===== src/rtl/vm_prod_accum.sv =====
// -----------------------------------------------------------------------------
// vm_prod_accum
//   Accumulate half of the dot-product datapath. Takes a stream of unsigned
//   products from the Vedic multiplier array and sums up to LEN of them per
//   frame. A beat flagged with in_last closes the frame early. The finished sum,
//   the beat count and a sticky carry-out flag are held on the output handshake
//   until the consumer takes them.
//
// Ports
//   clk        rising-edge clock
//   rst_n      asynchronous active-low reset
//   clear      synchronous abort: drop the frame and any held result
//   in_valid   product beat valid
//   in_ready   block can accept a beat (depends only on state)
//   in_prod    unsigned product, PROD_W bits
//   in_last    beat closes the frame (only when the beat is accepted)
//   out_valid  result held and valid
//   out_ready  consumer takes the result
//   out_sum    frame sum modulo 2^ACC_W
//   out_count  number of beats in the frame (1..LEN)
//   out_ovf    the sum carried out of ACC_W at least once in the frame
// -----------------------------------------------------------------------------
module vm_prod_accum #(
   parameter int PROD_W = 8,
   parameter int ACC_W  = 10,
   parameter int LEN    = 4,
   parameter int CNT_W  = $clog2(LEN + 1)
) (
   input  logic              clk,
   input  logic              rst_n,
   input  logic              clear,
   input  logic              in_valid,
   output logic              in_ready,
   input  logic [PROD_W-1:0] in_prod,
   input  logic              in_last,
   output logic              out_valid,
   input  logic              out_ready,
   output logic [ACC_W-1:0]  out_sum,
   output logic [CNT_W-1:0]  out_count,
   output logic              out_ovf
);

   localparam int SUM_W = ACC_W + 1;

   typedef enum logic {
      ST_ACC  = 1'b0,
      ST_HOLD = 1'b1
   } state_t;

   state_t             state_q, state_d;

   logic [ACC_W-1:0]   acc_q, acc_d;
   logic [CNT_W-1:0]   cnt_q, cnt_d;
   logic               ovf_q, ovf_d;

   logic [ACC_W-1:0]   sum_q, sum_d;
   logic [CNT_W-1:0]   count_q, count_d;
   logic               oflag_q, oflag_d;

   logic               st_acc;
   logic               beat;
   logic               close;
   logic               handoff;
   logic [SUM_W-1:0]   nxt;

   // Add one product to the running sum, keeping the carry out of ACC_W in
   // the top bit so overflow can be tracked while the sum itself wraps.
   function automatic logic [SUM_W-1:0] acc_add(input logic [ACC_W-1:0]  a,
                                                input logic [PROD_W-1:0] p);
      return {1'b0, a} + SUM_W'(p);
   endfunction

   assign st_acc  = (state_q == ST_ACC);
   // clear wins over both handshakes: a beat offered alongside it is dropped.
   assign beat    = in_valid & st_acc & ~clear;
   assign close   = beat & ((cnt_q == CNT_W'(LEN - 1)) | in_last);
   assign handoff = (state_q == ST_HOLD) & out_ready & ~clear;
   assign nxt     = acc_add(acc_q, in_prod);

   // ---- FSM: state register ----
   always_ff @(posedge clk or negedge rst_n) begin
      if (!rst_n) begin
         state_q <= ST_ACC;
      end else begin
         state_q <= state_d;
      end
   end

   // ---- FSM: next-state logic ----
   always_comb begin
      state_d = state_q;
      if (clear) begin
         state_d = ST_ACC;
      end else begin
         unique case (state_q)
            ST_ACC:  if (close)     state_d = ST_HOLD;
            ST_HOLD: if (out_ready) state_d = ST_ACC;
            default: state_d = ST_ACC;
         endcase
      end
   end

   // ---- FSM: outputs (registered state only, no path from out_ready) ----
   always_comb begin
      in_ready  = (state_q == ST_ACC);
      out_valid = (state_q == ST_HOLD);
   end

   // ---- Accumulate and result capture ----
   always_comb begin
      acc_d   = acc_q;
      cnt_d   = cnt_q;
      ovf_d   = ovf_q;
      sum_d   = sum_q;
      count_d = count_q;
      oflag_d = oflag_q;
      if (clear || handoff) begin
         // Result registers are left alone: they are don't-care while
         // out_valid is low and are reloaded at the next frame close.
         acc_d = '0;
         cnt_d = '0;
         ovf_d = 1'b0;
      end else if (beat) begin
         acc_d = nxt[ACC_W-1:0];
         ovf_d = ovf_q | nxt[ACC_W];
         cnt_d = cnt_q + CNT_W'(1);
         if (close) begin
            sum_d   = acc_d;
            count_d = cnt_d;
            oflag_d = ovf_d;
         end
      end
   end

   always_ff @(posedge clk or negedge rst_n) begin
      if (!rst_n) begin
         acc_q   <= '0;
         cnt_q   <= '0;
         ovf_q   <= 1'b0;
         sum_q   <= '0;
         count_q <= '0;
         oflag_q <= 1'b0;
      end else begin
         acc_q   <= acc_d;
         cnt_q   <= cnt_d;
         ovf_q   <= ovf_d;
         sum_q   <= sum_d;
         count_q <= count_d;
         oflag_q <= oflag_d;
      end
   end

   assign out_sum   = sum_q;
   assign out_count = count_q;
   assign out_ovf   = oflag_q;

endmodule

===== config.mk =====
export PLATFORM = sky130hd
export DESIGN_NAME = vm_prod_accum
export DESIGN_NICKNAME = d
export VERILOG_FILES = /design/src/rtl/vm_prod_accum.sv
export SDC_FILE = /design/constraint.sdc
export NUM_CORES = 1
export LEC_CHECK = 0
export BUFFER_PORTS_ARGS = -buffer_cell sky130_fd_sc_hd__buf_4
export CAP_MARGIN = 20
export CORE_MARGIN = 1.5
export CORE_UTILIZATION = 26
export CTS_BUF_LIST = sky130_fd_sc_hd__clkbuf_4 sky130_fd_sc_hd__clkbuf_8
export CTS_CLUSTER_DIAMETER = 200
export DETAILED_ROUTE_END_ITERATION = 16
export HOLD_SLACK_MARGIN = 0.05
export SLEW_MARGIN = 20
export SYNTH_ARGS = -nofsm -noshare
export SYNTH_HDL_FRONTEND = slang
export SYNTH_SLANG_ARGS = --single-unit

===== constraint.sdc =====
create_clock -name clk -period 2.5 [get_ports clk]
set_input_delay 0.125 -clock clk [delete_from_list [all_inputs] [get_ports clk]]
set_output_delay 0.125 -clock clk [all_outputs]
set_load 0.005 [all_outputs]

==> flow_summary_export.csv <==
group,metric,value,unit
detailed_routing,vias_per_cell,4.49,
power,power_density,753,mW/mm2
job,timing.max_cap.violations,0,
critical_path,worst_setup_path_startpoint,"acc_q[0]$_DFFE_PN0P_",
layout,final_common_cell,"buf_4",
synth,post_synth_inst_count,133,
timing,slew_violations,0,
critical_path,worstPathRequired,2.66,ns
timing,finClkSkew,0.00845,ns
detailed_routing,drt_iter0_drc,59,
timing,final.hold.worst_slack,0.113,ns
synth,syn_nets,158,
critical_path,worstPathMaxFanout,3,
clock_network,ctsLongestPathBuffers,2,
synth,ys_ff_latch,29,
timing,finalSetupViolCount,0,
synth,yosysWarnings,0,
layout,areaGrowthSynthToFinish,27.7,%
clock_network,clk_transition_reported_paths,0.07,ns
timing,final.period_utilization,84.1,%
global_route,antenna_violations_before_repair,0,
layout,drive_gt1_share,31.2,%
critical_path,crit_arrival,2.26,ns
detailed_routing,routed-via-count,1087,
timing,timing.final.crit_period,2.10,ns
global_route,grt_util_all_layers,11.3,%
timing,finalHoldViolCount,0,
synth,synth.distinct_cells,34,
global_route,grt-ovfl-total,0,
clock_network,tritoncts_clock_tree,"built",
floorplanning,initial_cell_density_of_the_core,27.0,%
min_path,timing.hold.worst.class,"input port to flop",
detailed_routing,drcViolationCount,0,
critical_path,setup.worst_path.class,"flop to flop",
layout,seq_area,726,um2
power,totalPowerFinal,1.43,mW
global_route,grt_start_max_net_pins,30,
timing,maxSlewHeadroom,64.9,%
run_status,run_status,"finished clean",
clock_network,cts.htree.levels,2,
layout,nNetsFinal,194,
synth,mappedNetlistArea,0.00149,mm2
synth,synth_sequential_area_ratio,48.7,%
synth,syn-mean-instance-area,11.2,um2
detailed_routing,antenna_violating_nets_post_route,0,
placed_design,portBuffers,29,
critical_path,timing.critical_path.from_type,"flop",
timing,rsz0062_at_grt,"no",
floorplanning,floorplan.core_area,0.00551,mm2
power,power.ir.vdd_worst,0.000435,V
global_route,grt_pass1_wl,5330,um
power,p_leak,0.908,nW
floorplanning,die_area,0.00619,mm2
global_route,first_global_vias,1086,
placed_design,finalWeightedCongestion,0.807,
detailed_routing,totalWireLength,3090,um
detailed_routing,avgRoutedWirePerCell,12.8,um
critical_path,critical_path.reg2reg.startpoint,"acc_q[0]$_DFFE_PN0P_",
layout,multiInputGateArea,724,um2
timing,fmax,0.476,GHz
timing,fin_setup_tns,0,ns
critical_path,critical_path.endpoint,"out_sum[6]$_DFFE_PN0P_",
floorplanning,top_level_ports,30,
synth,primary_flip_flop_cell_chosen_by_synthesis_mapping,"dfrtp_1",
clock_network,cts_repair_resize_count,0,
clock_network,clock-sinks,29,
clock_network,insertion_delay,0.28,ns
clock_network,root_buffer,"clkbuf_8",
layout,n_antenna_cell,0,
synth,synth-async-reset-ratio,100,%
detailed_routing,drtPass1Iterations,4,
critical_path,r2r.worst_path.cells,8,
layout,most_frequent_cells_in_the_layout,"buf_4 (31), dfrtp_1 (29), nand2_1 (13)",
critical_path,r2r_endpoint,"out_sum[6]$_DFFE_PN0P_",
layout,n_fill_cell,568,
floorplanning,die_height,78.7,um
critical_path,rrSetupSlack,0.40,ns
synth,synth-edff-count,0,
floorplanning,placementRows,27,
timing,slew_at_the_pin_closest_to_its_max_slew_limit,0.527,ns
critical_path,worstSetupEndpointType,"flop",
floorplanning,die_x,78.7,um
placed_design,detailedPlacementHpwl,2200,um
clock_network,cts_inserted_buffers,5,
## cells by family (layout without fill, tap and decap cells)
family	Yosys count	after routing	synth area share, %
AO/OA/AOI/OAI	43	43	19.5
XOR/XNOR	8	8	4.71
adder cells (fa/ha/maj)	11	11	9.75
buffers and inverters	10	47	2.60
flip-flops	29	29	48.7
multiplexers	8	8	6.05
AND/OR/NAND/NOR	24	24	8.66
## worst min-delay path by stage
stage | start | to | slack [ns] | cells after the start
floorplan | rst_n | acc_q[0]$_DFFE_PN0P_ | -0.17 | 0
global placement | rst_n | out_count[0]$_DFFE_PN0P_ | 0.08 | 1
detailed placement | rst_n | out_count[0]$_DFFE_PN0P_ | 0.08 | 1
CTS | out_ready | out_valid$_DFF_PN0_ | 0.10 | 3
global route | out_ready | out_valid$_DFF_PN0_ | 0.12 | 3
finish | out_ready | out_valid$_DFF_PN0_ | 0.11 | 3
## state kept, by name (all words and copies together), names as in the netlist
name	cells
ovf_q	1
out_sum	10
acc_q	10
cnt_q	3
out_count	3
out_valid	1
out_ovf	1
## cell usage after synthesis, drive strengths merged, types with 2 or more instances
| cell | instances | share of area, % |
|---|---|---|
| dfrtp | 29 | 49 |
| mux2 | 8 | 6.1 |
| nor2 | 3 | 1.3 |
| o21bai | 2 | 1.0 |
| o21ai | 12 | 4.3 |
| clkbuf | 3 | 0.76 |
| inv | 6 | 1.5 |
| a21oi | 9 | 3.3 |
| xor2 | 5 | 2.9 |
| a22o | 7 | 4.1 |
| nand2b | 3 | 1.8 |
| nand2 | 13 | 3.3 |
| ha | 10 | 8.4 |
| a21o | 5 | 2.5 |
| xnor2 | 3 | 1.8 |
## stage by stage
step           util [%]  cells  instance area [um2]  setup WS, ns
2_1_floorplan         -    133                 1490         0.538
3_3_place_gp       32.6    232                 1800         0.440
3_5_place_dp       32.6    232                 1800         0.418
4_1_cts            34.5    242                 1900         0.389
5_1_grt            34.5    242                 1900         0.249
6_report           34.5    242                 1900         0.398
## layout make-up
class	instances	area share, %
inverters	6	1.18
well taps	72	4.74
multi-input cells	94	38.1
flip-flops and latches	29	38.2
repair buffers	33	13.3
clock inverters	3	0.921
clock buffers	5	3.62
## metal layers
metal	global-route usage, %	vias up	share of wire [%]
met2	16.8	28	43
met5	0	-	0
li1	-	544	-
met1	15.3	508	51
met4	4.82	0	1.6
met3	3.14	7	4.9
## power breakdown
group	total (mW)	switching (mW)	internal, mW
Sequential	0.633	0.0629	0.570
Combinational	0.427	0.185	0.242
Clock	0.372	0.181	0.192
Total	1.43	0.428	1.00
## critical path, stage by stage, from the launching register on
cell	delay, ns
dfrtp_1	0.35
ha_1	0.18
inv_1	0.06
fa_1	0.39
nand2b_1	0.16
a21oi_1	0.28
a31oi_1	0.15
xnor2_1	0.15
mux2_2	0.26
## timing repair
item / 4_1_cts / 5_1_grt
endpoints found under the setup margin: 0 / 0
hold buffers: 2 / 0
hold endpoints to repair: 30 / 0
buffers inserted: 0 / 0
(Power assumes the default switching activity.)
